**src/rtl/e_gpu_pwr_pkg.sv**
```systemverilog
// rtl/e_gpu_pwr_pkg.sv - shared state encodings and default parameters for the GPU power sequencer
package e_gpu_pwr_pkg;

    localparam int DEF_NUM_CU     = 4;
    localparam int DEF_RST_CYCLES = 4;
    localparam int DEF_DLY_W      = 8;

    typedef enum logic [1:0] {
        TOP_IDLE   = 2'd0,
        TOP_L2_RST = 2'd1,
        TOP_CU_RUN = 2'd2,
        TOP_L2_OFF = 2'd3
    } top_state_e;

    typedef enum logic [1:0] {
        CU_OFF    = 2'd0,
        CU_RST    = 2'd1,
        CU_ACTIVE = 2'd2,
        CU_DRAIN  = 2'd3
    } cu_state_e;

endpackage

```
**src/rtl/cu_pwr_fsm.sv**
```systemverilog
// rtl/cu_pwr_fsm.sv - per compute-unit power FSM with reset-hold and sleep-drain counters
module cu_pwr_fsm
    import e_gpu_pwr_pkg::*;
#(
    parameter int RST_CYCLES = DEF_RST_CYCLES,
    parameter int DLY_W      = DEF_DLY_W
) (
    input  logic             clk_i,
    input  logic             rst_ni,
    input  logic             go_i,
    input  logic [DLY_W-1:0] sleep_dly_i,
    input  logic             sleep_req_i,
    input  logic             delay_sleep_i,
    output logic             clk_en_o,
    output logic             rst_n_o,
    output logic             off_o
);

    localparam int              RC_W     = $clog2(RST_CYCLES + 1);
    localparam logic [RC_W-1:0] RST_LOAD = RC_W'(RST_CYCLES - 1);

    cu_state_e        state;
    logic [RC_W-1:0]  rst_cnt;
    logic [DLY_W-1:0] drain_cnt;

    // CU lifecycle: a launch pulse wakes an OFF unit; once drained back to OFF it stays there
    always_ff @(posedge clk_i or negedge rst_ni) begin
        if (!rst_ni) begin
            state     <= CU_OFF;
            rst_cnt   <= '0;
            drain_cnt <= '0;
            clk_en_o  <= 1'b0;
            rst_n_o   <= 1'b0;
        end else begin
            case (state)
                CU_OFF: begin
                    if (go_i) begin
                        state    <= CU_RST;
                        rst_cnt  <= RST_LOAD;
                        clk_en_o <= 1'b1;
                        rst_n_o  <= 1'b0;
                    end
                end
                CU_RST: begin
                    if (rst_cnt == '0) begin
                        state   <= CU_ACTIVE;
                        rst_n_o <= 1'b1;
                    end else begin
                        rst_cnt <= rst_cnt - RC_W'(1);
                    end
                end
                CU_ACTIVE: begin
                    if (sleep_req_i && !delay_sleep_i) begin
                        state     <= CU_DRAIN;
                        drain_cnt <= sleep_dly_i;
                    end
                end
                CU_DRAIN: begin
                    // A veto or a withdrawn request abandons the drain; the delay wins a tie
                    if (delay_sleep_i || !sleep_req_i) begin
                        state     <= CU_ACTIVE;
                        drain_cnt <= '0;
                    end else if (drain_cnt == '0) begin
                        state    <= CU_OFF;
                        clk_en_o <= 1'b0;
                        rst_n_o  <= 1'b0;
                    end else begin
                        drain_cnt <= drain_cnt - DLY_W'(1);
                    end
                end
                default: begin
                    state    <= CU_OFF;
                    clk_en_o <= 1'b0;
                    rst_n_o  <= 1'b0;
                end
            endcase
        end
    end

    assign off_o = (state == CU_OFF);

endmodule

```
**src/rtl/pwr_seq_ctrl.sv**
```systemverilog
// rtl/pwr_seq_ctrl.sv - launch sequencer: L2 reset, compute-unit wake/drain, L2 gating
module pwr_seq_ctrl
    import e_gpu_pwr_pkg::*;
#(
    parameter int NUM_CU     = DEF_NUM_CU,
    parameter int RST_CYCLES = DEF_RST_CYCLES,
    parameter int DLY_W      = DEF_DLY_W
) (
    input  logic              clk_i,
    input  logic              rst_ni,
    input  logic              start_i,
    input  logic [NUM_CU-1:0] cu_mask_i,
    input  logic [DLY_W-1:0]  sleep_dly_i,
    input  logic [NUM_CU-1:0] cu_sleep_req_i,
    input  logic [NUM_CU-1:0] cu_delay_sleep_i,
    output logic [NUM_CU-1:0] cu_clk_en_o,
    output logic [NUM_CU-1:0] cu_rst_n_o,
    output logic              l2_clk_en_o,
    output logic              l2_rst_n_o,
    output logic              busy_o,
    output logic              done_o
);

    localparam int              RC_W     = $clog2(RST_CYCLES + 1);
    localparam logic [RC_W-1:0] RST_LOAD = RC_W'(RST_CYCLES - 1);

    top_state_e        state;
    logic [RC_W-1:0]   rst_cnt;
    logic [NUM_CU-1:0] mask_q;
    logic [DLY_W-1:0]  dly_q;
    logic [NUM_CU-1:0] cu_off;
    logic              cu_go;

    // Masked CUs leave OFF on the same edge that L2 leaves reset, so both start together
    assign cu_go = (state == TOP_L2_RST) && (rst_cnt == '0);

    // Launch sequencing; a start while busy is simply dropped
    always_ff @(posedge clk_i or negedge rst_ni) begin
        if (!rst_ni) begin
            state       <= TOP_IDLE;
            rst_cnt     <= '0;
            mask_q      <= '0;
            dly_q       <= '0;
            l2_clk_en_o <= 1'b0;
            l2_rst_n_o  <= 1'b0;
            busy_o      <= 1'b0;
            done_o      <= 1'b0;
        end else begin
            done_o <= 1'b0;
            case (state)
                TOP_IDLE: begin
                    if (start_i) begin
                        mask_q <= cu_mask_i;
                        dly_q  <= sleep_dly_i;
                        busy_o <= 1'b1;
                        if (cu_mask_i == '0) begin
                            state  <= TOP_L2_OFF;
                            done_o <= 1'b1;
                        end else begin
                            state       <= TOP_L2_RST;
                            rst_cnt     <= RST_LOAD;
                            l2_clk_en_o <= 1'b1;
                            l2_rst_n_o  <= 1'b0;
                        end
                    end
                end
                TOP_L2_RST: begin
                    if (rst_cnt == '0) begin
                        state      <= TOP_CU_RUN;
                        l2_rst_n_o <= 1'b1;
                    end else begin
                        rst_cnt <= rst_cnt - RC_W'(1);
                    end
                end
                TOP_CU_RUN: begin
                    // Unmasked CUs never leave OFF, so all-off means every masked CU finished
                    if (&cu_off) begin
                        state       <= TOP_L2_OFF;
                        l2_clk_en_o <= 1'b0;
                        l2_rst_n_o  <= 1'b0;
                        done_o      <= 1'b1;
                    end
                end
                TOP_L2_OFF: begin
                    state  <= TOP_IDLE;
                    busy_o <= 1'b0;
                end
                default: begin
                    state       <= TOP_IDLE;
                    l2_clk_en_o <= 1'b0;
                    l2_rst_n_o  <= 1'b0;
                    busy_o      <= 1'b0;
                end
            endcase
        end
    end

    for (genvar g = 0; g < NUM_CU; g++) begin : g_cu
        cu_pwr_fsm #(
            .RST_CYCLES (RST_CYCLES),
            .DLY_W      (DLY_W)
        ) u_cu_pwr_fsm (
            .clk_i         (clk_i),
            .rst_ni        (rst_ni),
            .go_i          (cu_go & mask_q[g]),
            .sleep_dly_i   (dly_q),
            .sleep_req_i   (cu_sleep_req_i[g]),
            .delay_sleep_i (cu_delay_sleep_i[g]),
            .clk_en_o      (cu_clk_en_o[g]),
            .rst_n_o       (cu_rst_n_o[g]),
            .off_o         (cu_off[g])
        );
    end

endmodule

```
**config.mk**
```make
export PLATFORM = sky130hd
export DESIGN_NAME = pwr_seq_ctrl
export DESIGN_NICKNAME = d
export VERILOG_FILES = /design/src/rtl/e_gpu_pwr_pkg.sv /design/src/rtl/cu_pwr_fsm.sv /design/src/rtl/pwr_seq_ctrl.sv
export SDC_FILE = /design/constraint.sdc
export NUM_CORES = 1
export LEC_CHECK = 0
export ABC_AREA = 1
export CORE_ASPECT_RATIO = 0.9
export CORE_MARGIN = 10
export CORE_UTILIZATION = 35
export CTS_BUF_LIST = sky130_fd_sc_hd__clkbuf_4 sky130_fd_sc_hd__clkbuf_8
export CTS_CLUSTER_SIZE = 25
export DETAILED_ROUTE_END_ITERATION = 8
export REMOVE_ABC_BUFFERS = 1
export SETUP_SLACK_MARGIN = 0.5
export SYNTH_ARGS = -nofsm -noshare
export SYNTH_HDL_FRONTEND = slang
export SYNTH_SLANG_ARGS = --single-unit
```
**constraint.sdc**
```tcl
create_clock -name clk_i -period 2.74 [get_ports clk_i]
set_clock_uncertainty 0.2 [all_clocks]
set_input_delay 0.548 -clock clk_i [delete_from_list [all_inputs] [get_ports clk_i]]
set_output_delay 0.548 -clock clk_i [all_outputs]
set_load 0.005 [all_outputs]
```
==> impl_results.md <==
* Root Buffer Master: clkbuf_8
* Hold buffer count at CTS at 1
* Ant diodes at 0
* Die X at around 150 microns
* GRT overflow at 0
* Initial core utilization at 0.360
* Yosys reg bits at just over 80
* WS Path Type: flip-flop to primary output
* DRT antenna net count at 0
* RR Startpoint: state[1]
* Hold/Removal Path Class: flip-flop to flip-flop
* Crit path required time at slightly below 2 ns
* Power Dens Cells at ~1100 mW/mm^2
* Most common cell in the netlist: nand2_1
* Crit Path Max Fanout at 2
* CP bufs+invs at 1
* CP peak stage delay at slightly above 0.5 ns
* I/O pin count at 35
* VDD IR-drop max at roughly 0.00057 V
* Worst Hold Path EP: g_cu[3].u_cu_pwr_fsm.rst_n_o
* Post-CTS Repair Setup Buffers at 0
* Max Cap Viol at 0
* Post-synth top cells: nand2_1 (205), inv_1 (92), dfrtp_1 (81), nor2_1 (71), nand3_1 (52)
* Crit path cell chain: clkdlybuf4s50_1
* Crit path DAT at 1.26 ns
* Detailed-placement wirelength estimate at 9100 microns
* Fill count at between 1000 and 1500
* Clk_lat worst skew at about 0.38 ns
* Critical path endpoint category: primary output
* Total vias in the final route at ~4500
* # clock sinks at 81
* Die area at between 0.015 and 0.02 sq mm
* YS warnings at 0
* Nets at ~800
* Leading post-synthesis cells by cell area: dfrtp_1 (40%), nand2_1 (15%), inv_1 (6.8%)
* Post-Syn Area per Cell at 7.15 sq um
* P_leak at roughly 3 nW
* Final worst slack at between 0.7 and 0.8 ns
* Result of the run: complete, no violations
* Worst Max-Slew Pin Slew at 0.476 ns
* Cell row count at 41
* Number of detailed-route iterations in the first pass at 5
* CTS Buffer Depth at 2
* Slew Viols, Final at 0
* RSZ-0062 raised after global routing: no
* Cts bufs inserted at 9
* F_max at between 400 and 500 MHz
* Layout cell share with drive strength beyond 1 at 0.0828
* Chip height at between 100 and 150 microns
* Port Buffers at 34
* Core footprint at around 0.014 sq mm
* Top cell type's share of synthesized area at 0.399
* WL per Instance at between 10 and 15 microns
* Largest delay contributor family on the critical path: buffers and inverters
* Tmin final at between 2 and 2.5 ns
* Setup TNS at 0 ns
* Drt drc at 0
* Reg clk slew, reported paths at about 0.090 ns
* Distinct cell type count after synthesis at 35
* Post-synth EDFFs at 0
* Number of DRC markers in iteration 0 at ~230
* H-Tree Depth at 3
* Area leader, netlist: dfrtp_1
* Cts repair resizes at 0
* DP Worst Slack at 0.528 ns
* Initial antenna violation count at 0
* Part of the cycle the worst path needs at 0.732
* Reg2reg path depth at 9
* Most used DFF post-synth: dfrtp_1
* Critical Path Start Type: flip-flop
* R2R setup slack at about 0.81 ns
* # setup viols final at 0
* Synth Instances at 711
* Largest net degree at the start of global routing at between 40 and 50
* Post-synthesis sequential area ratio at 0.399
* Slew margin rel. at 0.683
* Hold path cells at 2
* Hold_sp: g_cu[3].u_cu_pwr_fsm.rst_n_o
* First-pass GRT wire length at between 20000 and 25000 microns
* WHS at 0.275 ns
* Tot GR Track Use at 0.129
* Cell Area, Synth at roughly 0.0051 sq mm
* Layout area overhead at 13.6%
* Routability Congestion at 0.849
* Number of global-route vias before repair at between 4000 and 5000
* Via-to-Cell Ratio at roughly 4.7
* Slowest CP cell: clkdlybuf4s50_1
* R2r endpoint: g_cu[0].u_cu_pwr_fsm.rst_n_o
* FFs w/ async S/R, synth at 1.00
* Core Util, Final at 0.409
* Final hold vios at 0
* CTS tree: done
* Routed WL at ~12000 microns
-- cell usage in the layout (no fill, tap or decap), types with 10 or more instances in the layout --
master	Yosys	routed
nor2_1	71	71
ha_1	22	22
nand2_1	205	205
clkdlybuf4s50_1	0	33
inv_2	14	14
nand4_1	15	15
o21ai_0	51	51
o21ai_1	17	17
nand2_2	10	10
clkbuf_8	0	10
a21oi_1	22	22
nand3_1	52	52
inv_1	92	92
dfrtp_1	81	81
-- report_power, final --
part / switching (mW) / internal (mW)
sequential: 0.443 / 1.71
clock: 0.452 / 0.367
combinational: 2.04 / 1.15
total: 2.94 / 3.23
-- metal layers --
metal  global-route usage  vias up  share of wire  wire length (microns)
met5                    0        -              0                      0
met4               0.0528        0          0.020                    248
met3               0.0356       20          0.051                    626
met2                0.186       83           0.42                   5140
met1                0.178     2020           0.51                   6240
li1                     -     2336              -                      -
-- worst register-to-register path: stages (launching register included) --
cell and delay, ns:
dfrtp_1 0.42, inv_1 0.09, ha_1 0.34, nand3_4 0.20, o21ai_2 0.24, inv_2 0.04
nor2_1 0.14, nand2_1 0.07, nand2_1 0.06, nand2_1 0.04
-- through the flow --
stage / instance area (sq um) / instances / total power, mW
final: 5770 / 942 / 6.17
after global routing: 5770 / 942 / 6.88
after CTS: 5770 / 942 / 6.22
after detailed placement: 5590 / 926 / 5.37
after global placement: 5590 / 926 / 5.37
after floorplan: 4990 / 697 / 4.45
-- flip-flops by register name, summed over array words and instances (netlist names) --
register,cells
l2_rst_n_o,1
done_o,1
g_cu.u_cu_pwr_fsm.rst_cnt,12
g_cu.u_cu_pwr_fsm.rst_n_o,4
busy_o,1
dly_q,8
mask_q,4
l2_clk_en_o,1
state,2
g_cu.u_cu_pwr_fsm.clk_en_o,4
g_cu.u_cu_pwr_fsm.state,8
rst_cnt,3
g_cu.u_cu_pwr_fsm.drain_cnt,32
-- kinds of logic after synthesis --
| family | count (synthesis) | share of synthesized area |
|---|---|---|
| flip-flops | 81 | 0.399 |
| adder cells (fa/ha/maj) | 22 | 0.0541 |
| AND/OR/NAND/NOR | 373 | 0.326 |
| AO/OA/AOI/OAI | 111 | 0.119 |
| XOR/XNOR | 2 | 0.00345 |
| buffers and inverters | 122 | 0.0989 |
-- area by class of cell --
type	instances	area, sq um	share of cell area
multi-input combinational	508	2550	0.442
sequential	81	2030	0.351
inverter	108	405	0.0702
timing repair buffer	37	375	0.0650
tap	193	241	0.0418
clock buffer	12	153	0.0264
clock inverter	3	17.5	0.00303
-- how the worst max path moves through the flow --
stage / from / end / slack (ns) / depth (start not counted)
2_1_floorplan: state[0] / busy_o / 1.07 / 6
3_3_place_gp: cu_sleep_req_i[3] / g_cu[3].u_cu_pwr_fsm.drain_cnt[5] / 0.55 / 10
3_5_place_dp: cu_sleep_req_i[0] / g_cu[0].u_cu_pwr_fsm.drain_cnt[7] / 0.53 / 8
4_1_cts: g_cu[1].u_cu_pwr_fsm.rst_n_o / cu_rst_n_o[1] / 0.69 / 1
5_1_grt: state[1] / g_cu[3].u_cu_pwr_fsm.rst_cnt[0] / 0.63 / 8
6_report: g_cu[0].u_cu_pwr_fsm.clk_en_o / cu_clk_en_o[0] / 0.74 / 1
No activity file was read; power rests on OpenSTA's default activity.
